`src/rtl/rom_responder.sv`:
```
// ROM-side responder for the 4-bit multiplexed instruction bus: follows the
// eight-phase cycle, serves instruction bytes from a ROM macro and runs the I/O port.
module rom_responder #(
  parameter logic [3:0] CHIP_ID = 4'h0
) (
  input  logic       CLK,
  input  logic       RES,
  input  logic       SYNC,
  input  logic       CM_ROM,
  input  logic [3:0] DATA_I,
  output logic [3:0] DATA_O,
  output logic       DATA_OE,
  output logic       mem_rd,
  output logic [7:0] mem_addr,
  input  logic [7:0] mem_rdata,
  input  logic [3:0] io_in,
  output logic [3:0] io_out
);

  typedef enum logic [3:0] {
    IDLE, A1, A2, A3, M1, M2, X1, X2, X3
  } phase_t;

  phase_t     state;
  logic [3:0] addr_lo;
  logic [3:0] addr_mid;
  logic [3:0] inst_q;
  logic [3:0] opr_q;
  logic [3:0] opa_q;
  logic       sel_q;
  logic       src_sel_q;
  logic       io_cmd_q;

  logic chip_hit;
  logic src_hit;
  logic io_cmd_ok;
  logic wrr_hit;
  logic rdr_hit;

  assign chip_hit  = (DATA_I == CHIP_ID);
  assign src_hit   = (state == X2) && CM_ROM && (opr_q == 4'h2) && opa_q[0];
  assign io_cmd_ok = (state == X2) && io_cmd_q && (opr_q == 4'hE) && src_sel_q;
  assign wrr_hit   = io_cmd_ok && (opa_q == 4'h2);
  assign rdr_hit   = io_cmd_ok && (opa_q == 4'hA);

  always_ff @(posedge CLK or posedge RES) begin
    if (RES) begin
      state     <= IDLE;
      addr_lo   <= 4'h0;
      addr_mid  <= 4'h0;
      inst_q    <= 4'h0;
      opr_q     <= 4'h0;
      opa_q     <= 4'h0;
      sel_q     <= 1'b0;
      src_sel_q <= 1'b0;
      io_cmd_q  <= 1'b0;
      io_out    <= 4'h0;
    end else begin
      if (SYNC) begin
        state <= A1;
      end else begin
        case (state)
          A1:      state <= A2;
          A2:      state <= A3;
          A3:      state <= M1;
          M1:      state <= M2;
          M2:      state <= X1;
          X1:      state <= X2;
          X2:      state <= X3;
          default: state <= IDLE;
        endcase
      end

      // The opcode snoop runs in every instance so SRC/WRR/RDR decode even
      // when another chip served the instruction byte.
      case (state)
        A1: addr_lo  <= DATA_I;
        A2: addr_mid <= DATA_I;
        A3: sel_q    <= chip_hit;
        M1: begin
          inst_q <= mem_rdata[3:0];
          opr_q  <= DATA_I;
        end
        M2: begin
          opa_q    <= DATA_I;
          io_cmd_q <= CM_ROM;
        end
        X2: begin
          if (src_hit) src_sel_q <= chip_hit;
          if (wrr_hit) io_out    <= DATA_I;
        end
        default: ;
      endcase
    end
  end

  always_comb begin
    mem_rd   = (state == A3) && chip_hit;
    mem_addr = (state == A3) ? {addr_mid, addr_lo} : 8'h00;
    DATA_OE  = 1'b0;
    DATA_O   = 4'h0;
    case (state)
      M1: if (sel_q) begin
        DATA_OE = 1'b1;
        DATA_O  = mem_rdata[7:4];
      end
      M2: if (sel_q) begin
        DATA_OE = 1'b1;
        DATA_O  = inst_q;
      end
      X2: if (rdr_hit) begin
        DATA_OE = 1'b1;
        DATA_O  = io_in;
      end
      default: ;
    endcase
  end

endmodule
```
`config.mk`:
```
export PLATFORM = sky130hd
export DESIGN_NAME = rom_responder
export DESIGN_NICKNAME = d
export VERILOG_FILES = /design/src/rtl/rom_responder.sv
export SDC_FILE = /design/constraint.sdc
export NUM_CORES = 1
export LEC_CHECK = 0
export ABC_AREA = 1
export CORE_MARGIN = 4
export CORE_UTILIZATION = 40
export CTS_BUF_LIST = sky130_fd_sc_hd__clkbuf_2 sky130_fd_sc_hd__clkbuf_4 sky130_fd_sc_hd__clkbuf_8
export DETAILED_ROUTE_END_ITERATION = 8
export HOLD_SLACK_MARGIN = 0.08
export PLACE_DENSITY = 0.67
export SYNTH_ARGS = -nofsm -noshare
export SYNTH_HDL_FRONTEND = slang
export SYNTH_SLANG_ARGS = --single-unit
export TNS_END_PERCENT = 30
```
`constraint.sdc`:
```
create_clock -name CLK -period 1.57 [get_ports CLK]
set_input_delay 0.3925 -clock CLK [delete_from_list [all_inputs] [get_ports CLK]]
set_output_delay 0.3925 -clock CLK [all_outputs]
set_load 0.01 [all_outputs]
```
==> flow_metrics.env, run 1 <==
export IMPL_initial_core_util=0.427
export IMPL_multi_input_area_um2=667
export IMPL_cts_tree="built"
export IMPL_synthAdderAreaFrac=0
export IMPL_cp_required_ns=1.18
export IMPL_num_io_pins=38
export IMPL_rr_endpoint="inst_q[1]"
export IMPL_drt_first_pass_iters=4
export IMPL_drc=0
export IMPL_cts_hold_buf=0
export IMPL_setup_viol_count_final=14
export IMPL_synth_seq_area_share=0.523
export IMPL_avgSynthCellArea_um2=7.84
export IMPL_clockBufferDepth=2
export IMPL_status="finished with violations"
export IMPL_antenna_cells=0
export IMPL_clockRootBuffer="clkbuf_8"
export IMPL_die_w_um=68.9
export IMPL_die_height_um=68.9
export IMPL_ys_ff_latch=31
export IMPL_cts_clk_slew_worst_paths_ns=0.06
export IMPL_skew_ns=0.00344
export IMPL_synth_area_um2=1480
export IMPL_arrival_ns=1.40
export IMPL_min_period_ns=1.79
export IMPL_total_power_mw=2.73
export IMPL_syn_to_final_growth_pct=62.9
export IMPL_synth_top_family_by_area="simple AND/OR/NAND/NOR gates"
export IMPL_antenna_found_initial=0
export IMPL_setup_slack_ns=-0.222
export IMPL_fillers=308
export IMPL_io_buffers=37
export IMPL_synth_area_mux_share=0
export IMPL_gp_congestion=0.747
export IMPL_hold_violations=0
export IMPL_fin_crit_sh=1.14
export IMPL_criticalPathCategory="reg -> out"
export IMPL_synth_compound_area_frac=0.0878
export IMPL_grt_max_degree=32
export IMPL_rsz0062_at_grt="true"
export IMPL_path_max_fanout=6
export IMPL_syn_num_nets=209
export IMPL_final_common_cell="nand2_1"
export IMPL_htreeDepth=2
export IMPL_numCtsBuffers=5
export IMPL_hold_path_class="in -> async"
export IMPL_report_final_slew_viol_count=0
export IMPL_design_die_area_um2=4740
export IMPL_drtIter0Drc=59
export IMPL_fin_hold_ws_ns=0.449
export IMPL_grt_pass1_vias=1441
export IMPL_reg2reg_depth=8
export IMPL_p_leak_nw=1.27
export IMPL_layout_common_cells="49 x nand2_1, 44 x buf_4, 30 x dfrtp_1, 24 x inv_1, 19 x o21ai_1"
export IMPL_vias=1512
export IMPL_synth_xor_area_frac=0
export IMPL_peakVddDrop_v=0.000631
export IMPL_power_density_nw_per_um2=1130
export IMPL_maxSlewHeadroom=0.763
export IMPL_dpl_hpwl_um=2680
export IMPL_start_kind="register"
export IMPL_drt_wl_total_um=3920
export IMPL_rrSetupSlack_ns=0.11
export IMPL_grt_pass1_wl_um=6410
export IMPL_reg2reg_from="state[1]"
export IMPL_detail_route_antenna_nets=0
export IMPL_violations="negative setup slack"
export IMPL_synth_simple_area_share=0.306
export IMPL_dpl_cell_area_um2=2130
export IMPL_drt_vias_per_instance=4.62
export IMPL_wl_per_cell_um=12.0
export IMPL_seqCellArea_um2=777
export IMPL_tightest_slew_ns=0.355
export IMPL_dp_cells=299
export IMPL_fmax_mhz=558
export IMPL_finalNonFillerCells=327
export IMPL_gr_total_overflow=0
export IMPL_insertion_delay_ns=0.28
export IMPL_syn_instance_count=189
export IMPL_yosys_warnings=0
export IMPL_core_um2=3470
export IMPL_critPathCaptureType="output port"
export IMPL_nNetsFinal=300
export IMPL_cap_violations=0
export IMPL_grtUsageTotal=0.184
export IMPL_rows=21
export IMPL_stdcell_area_um2=2410
export IMPL_synth_cell_types=20
export IMPL_drive_above_1_share=0.370
export IMPL_clkSinkCount=31
-- metal layers --
layer  track usage  part of all wire  vias up
li1              -                 -      773
met1         0.233              0.45      703
met2         0.305              0.48       31
met3        0.0567             0.058        5
met4        0.0511             0.010        0
met5             0                 0        -
-- worst max-delay path by stage --
| stage | endpoint | from |
|---|---|---|
| 6_report | DATA_O[0] | state[3] |
| 5_1_grt | DATA_O[3] | state[3] |
| 4_1_cts | DATA_O[0] | state[3] |
| 3_5_place_dp | mem_rd | DATA_I[2] |
| 3_3_place_gp | mem_rd | DATA_I[3] |
| 2_1_floorplan | DATA_O[0] | state[3] |
-- area by class of cell --
class,count,share of cell area
Timing Repair Buffer,87,0.296
Tap cell,46,0.0238
Clock inverter,1,0.00207
Sequential cell,31,0.322
Clock buffer,7,0.0347
Multi-Input combinational cell,127,0.276
Inverter,28,0.0456
-- through the flow --
| step | setup TNS [ns] | utilization | setup WS (ns) |
|---|---|---|---|
| after floorplan | 0 | - | 0.0411 |
| after global placement | -5.49 | 0.614 | -0.697 |
| after detailed placement | -5.50 | 0.614 | -0.724 |
| after CTS | -2.20 | 0.669 | -0.245 |
| after global routing | -3.32 | 0.696 | -0.330 |
| final | -2.21 | 0.696 | -0.222 |
-- Yosys cell counts (all sizes together) --
cell type,n,share of area
a21oi,5,0.017
buf,3,0.012
dfrtp,31,0.52
inv,28,0.071
nand2,54,0.14
nand3,17,0.057
nand3b,1,0.0051
nand4,1,0.0042
nor2,23,0.079
nor3,2,0.0068
nor3b,1,0.0051
nor4,1,0.0042
o21ai,21,0.071
or2,1,0.0042
-- worst max-delay path, cell delays in order (launching register included) --
cell,delay (ns)
dfrtp_1,0.41
inv_2,0.08
nand2_4,0.07
nor2_4,0.12
inv_4,0.06
nor2_8,0.12
nand3_1,0.08
nand2_1,0.06
buf_2,0.12
-- power by group --
| part | switching (mW) | internal [mW] | leakage [nW] |
|---|---|---|---|
| Combinational | 0.463 | 0.477 | 0.857 |
| Sequential | 0.121 | 1.04 | 0.364 |
| Clock | 0.279 | 0.345 | 0.0491 |
| Total | 0.863 | 1.87 | 1.27 |
-- registers in the layout (all words and copies together) (netlist names) --
register   cells
opr_q          4
io_out         4
addr_lo        4
state          4
opa_q          4
src_sel_q      1
io_cmd_q       1
addr_mid       4
sel_q          1
inst_q         4
-- logic make-up (layout without fill, tap and decap cells) --
group / after synthesis / after routing
flip-flops: 31 / 31
AND/OR/NAND/NOR: 101 / 101
buffers and inverters: 31 / 123
AO/OA/AOI/OAI: 26 / 26
-- repair_timing --
| action | in CTS | in global routing |
|---|---|---|
| endpoints found under the setup margin | 15 | 21 |
| resized for setup | 76 | 22 |
| buffers inserted | 15 | 4 |
| gates cloned | 0 | 1 |
| pin swaps | 7 | 4 |
No activity file was read; power rests on OpenSTA's default activity.
==> run 2: changes to the inputs <==
--- a/config.mk
+++ b/config.mk
@@ -9,6 +9,7 @@
 export CORE_MARGIN = 4
 export CORE_UTILIZATION = 40
 export CTS_BUF_LIST = sky130_fd_sc_hd__clkbuf_2 sky130_fd_sc_hd__clkbuf_4 sky130_fd_sc_hd__clkbuf_8
+export CTS_CLUSTER_DIAMETER = 30
 export DETAILED_ROUTE_END_ITERATION = 8
 export HOLD_SLACK_MARGIN = 0.08
 export PLACE_DENSITY = 0.67
==> results of run 2 <==
Same layout as run 1: the final DEF is identical, and so are final timing and power.
==> run 3: changes to the inputs <==
==> config.mk (replaced) <==
export PLATFORM = sky130hd
export DESIGN_NAME = rom_responder
export DESIGN_NICKNAME = d
export VERILOG_FILES = /design/src/rtl/rom_responder.sv
export SDC_FILE = /design/constraint.sdc
export NUM_CORES = 1
export LEC_CHECK = 0
export ABC_CLOCK_PERIOD_IN_PS = 1570
export CORE_MARGIN = 4
export CORE_UTILIZATION = 40
export CTS_BUF_LIST = sky130_fd_sc_hd__clkbuf_16
export CTS_CLUSTER_DIAMETER = 30
export DETAILED_ROUTE_END_ITERATION = 8
export HOLD_SLACK_MARGIN = 0.08
export PLACE_DENSITY = 0.68
export SYNTH_ARGS = -nofsm -noshare
export SYNTH_HDL_FRONTEND = slang
export SYNTH_SLANG_ARGS = --single-unit
export TNS_END_PERCENT = 30
==> flow_metrics.env, run 3 <==
export IMPL_status="finished with violations"
export IMPL_violations="negative setup slack"
export IMPL_synth_most_common_cell="dfrtp_1"
export IMPL_vias=1148
export IMPL_stdcell_area_um2=2490
export IMPL_wl_per_cell_um=15.7
export IMPL_seqPwrFrac=0.379
export IMPL_synth_seq_area_share=0.534
export IMPL_synth_area_leader_cell="dfrtp_1"
export IMPL_fin_crit_sh=1.29
export IMPL_io_buffers=37
export IMPL_cts_clk_slew_worst_paths_ns=0.05
export IMPL_start_kind="register"
export IMPL_final_common_cell="dfrtp_1"
export IMPL_antenna_cells=0
export IMPL_synthFlopType="dfrtp_1"
export IMPL_gr_total_overflow=0
export IMPL_power_density_nw_per_um2=1320
export IMPL_synth_edf_count=0
export IMPL_clockRootBuffer="clkbuf_16"
export IMPL_hold_path_class="in -> async"
export IMPL_dpl_hpwl_um=2600
export IMPL_gp_congestion=0.779
export IMPL_async_flop_share=1.00
export IMPL_crit_chain="nor4bb_1 > buf_4 > and4_4 > o2bb2ai_1 > buf_2"
export IMPL_finalSetupTns_ns=-6.28
export IMPL_p_sw_frac=0.258
export IMPL_ys_ff_latch=31
export IMPL_p_clk_frac=0.270
export IMPL_drc=0
export IMPL_synth_top_cells_by_count="31 x dfrtp_1, 27 x mux2_2, 11 x and2_1, 4 x mux2i_1, 4 x o2bb2ai_1"
export IMPL_synthTopCellsByArea="dfrtp_1 53%, mux2_2 21%, and2_1 4.7%, mux2i_1 2.8%, o2bb2ai_1 2.4%"
export IMPL_rows=21
export IMPL_core_um2=3420
export IMPL_insertion_delay_ns=0.27
export IMPL_grt_max_degree=32
export IMPL_syn_num_nets=128
export IMPL_hold_violations=0
export IMPL_rsz0062_at_grt="true"
export IMPL_critPathCaptureType="output port"
export IMPL_die_height_um=68.3
export IMPL_peakVddDrop_v=0.00109
export IMPL_criticalPathCategory="reg -> out"
export IMPL_num_io_pins=38
export IMPL_drive_above_1_share=0.573
export IMPL_drtIter0Drc=31
export IMPL_maxSlewHeadroom=0.775
export IMPL_grtUsageTotal=0.183
export IMPL_report_final_slew_viol_count=0
export IMPL_rr_endpoint="opr_q[3]"
export IMPL_max_stage_delay_ns=0.37
export IMPL_drt_vias_per_instance=4.82
export IMPL_grt_pass1_wl_um=6050
export IMPL_htreeDepth=2
export IMPL_dpl_cell_area_um2=2100
export IMPL_finalNonFillerCells=238
export IMPL_total_power_mw=3.28
export IMPL_cp_slowest_cell="dfrtp_1"
export IMPL_nNetsFinal=211
export IMPL_clkSinkCount=31
export IMPL_design_die_area_um2=4660
export IMPL_initial_core_util=0.426
export IMPL_fmax_mhz=495
export IMPL_rrSetupSlack_ns=-0.16
export IMPL_tightest_slew_ns=0.333
export IMPL_reg2reg_depth=7
export IMPL_cp_top_family="simple AND/OR/NAND/NOR gates"
export IMPL_setup_slack_ns=-0.451
export IMPL_reg2reg_from="state[1]"
export IMPL_grt_pass1_vias=1260
export IMPL_syn_instance_count=108
export IMPL_synth_top_area_frac=0.534
export IMPL_cts_tree="built"
export IMPL_synth_cell_types=25
export IMPL_path_max_fanout=5
export IMPL_die_w_um=68.3
export IMPL_detail_route_antenna_nets=0
export IMPL_skew_ns=0.00242
export IMPL_p_switching_uw=845
export IMPL_min_period_ns=2.02
export IMPL_yosys_warnings=0
export IMPL_clockBufferDepth=2
export IMPL_numCtsBuffers=5
export IMPL_cp_required_ns=1.18
export IMPL_dp_cells=217
export IMPL_avgSynthCellArea_um2=13.5
export IMPL_fin_hold_ws_ns=0.456
export IMPL_pre_cts_ws_ns=-0.815
export IMPL_antenna_found_initial=0
export IMPL_drt_first_pass_iters=4
export IMPL_cap_violations=0
export IMPL_path_buf_inv=2
export IMPL_p_leak_nw=1.19
export IMPL_syn_to_final_growth_pct=71.0
export IMPL_power_frac_comb=0.350
export IMPL_synth_area_um2=1450
export IMPL_fin_util=0.728
export IMPL_drt_wl_total_um=3750
export IMPL_p_int_mw=2.43
export IMPL_arrival_ns=1.63
export IMPL_layout_common_cells="31 x dfrtp_1, 26 x buf_4, 22 x buf_6, 18 x mux2_2, 17 x clkdlybuf4s50_1"
export IMPL_setup_viol_count_final=37
run 3: cell types whose count changed in the layout (fill, tap and decap cells not counted), moves of 6 or more:
| cell | before | now |
|---|---|---|
| nor2_1 | 7 | 1 |
| and2_4 | 0 | 8 |
| mux2_2 | 0 | 18 |
| mux2_4 | 0 | 9 |
| inv_1 | 24 | 3 |
| nand3_1 | 16 | 1 |
| nand2_1 | 49 | 1 |
| buf_6 | 6 | 22 |
| buf_2 | 13 | 7 |
| buf_4 | 44 | 26 |
| o21ai_1 | 19 | 0 |
| nor2_2 | 11 | 0 |
run 3: metal layers:
metal | up-vias | track usage | wire length (um)
li1 | 558 | - | -
met1 | 569 | 0.211 | 1550
met2 | 14 | 0.313 | 2010
met3 | 7 | 0.0558 | 120
met4 | 0 | 0.0794 | 73
met5 | - | 0 | 0
run 3: how the worst max path moves through the flow:
stage / start / endpoint / slack, ns / depth (start not counted)
2_1_floorplan: state[3] / DATA_O[0] / -0.01 / 4
3_3_place_gp: DATA_I[2] / mem_rd / -0.78 / 5
3_5_place_dp: DATA_I[3] / mem_rd / -0.81 / 5
4_1_cts: opa_q[2] / DATA_O[3] / -0.45 / 5
5_1_grt: opa_q[2] / DATA_O[1] / -0.52 / 5
6_report: opa_q[0] / DATA_O[1] / -0.45 / 5
run 3: logic make-up after synthesis:
logic type             synth area share
AND/OR/NAND/NOR                   0.163
XOR/XNOR                         0.0121
buffers and inverters            0.0207
flip-flops                        0.534
AO/OA/AOI/OAI                    0.0344
multiplexers                      0.237
run 3: timing repair:
item / 4_1_cts / 5_1_grt
hold buffers: 0 / 0
endpoints found under the hold margin: 0 / 0
pin swaps: 11 / 6
buffers inserted: 11 / 3
endpoints found under the setup margin: 27 / 42
resized for setup: 94 / 21
run 3: area by class of cell:
cell class	instances	area (um^2)
inverter	2	7.51
sequential	31	776
clock buffer	5	125
clock inverter	3	16.3
timing repair buffer	80	743
tap	46	57.6
fill	241	930
multi-input combinational	71	761
run 3: power by group through the flow:
stage / logic, mW / clock network (mW) / registers, mW
2_1_floorplan: 0.452 / 0 / 1.21
3_5_place_dp: 0.895 / 0 / 1.24
3_3_place_gp: 0.863 / 0 / 1.22
6_report: 1.15 / 0.886 / 1.24
5_1_grt: 1.24 / 0.950 / 1.28
4_1_cts: 1.06 / 0.907 / 1.24
run 3: tightest hold or removal path, cell delays in order:
cell and delay, ns:
clkdlybuf4s50_1 0.40, inv_1 0.09, buf_12 0.20
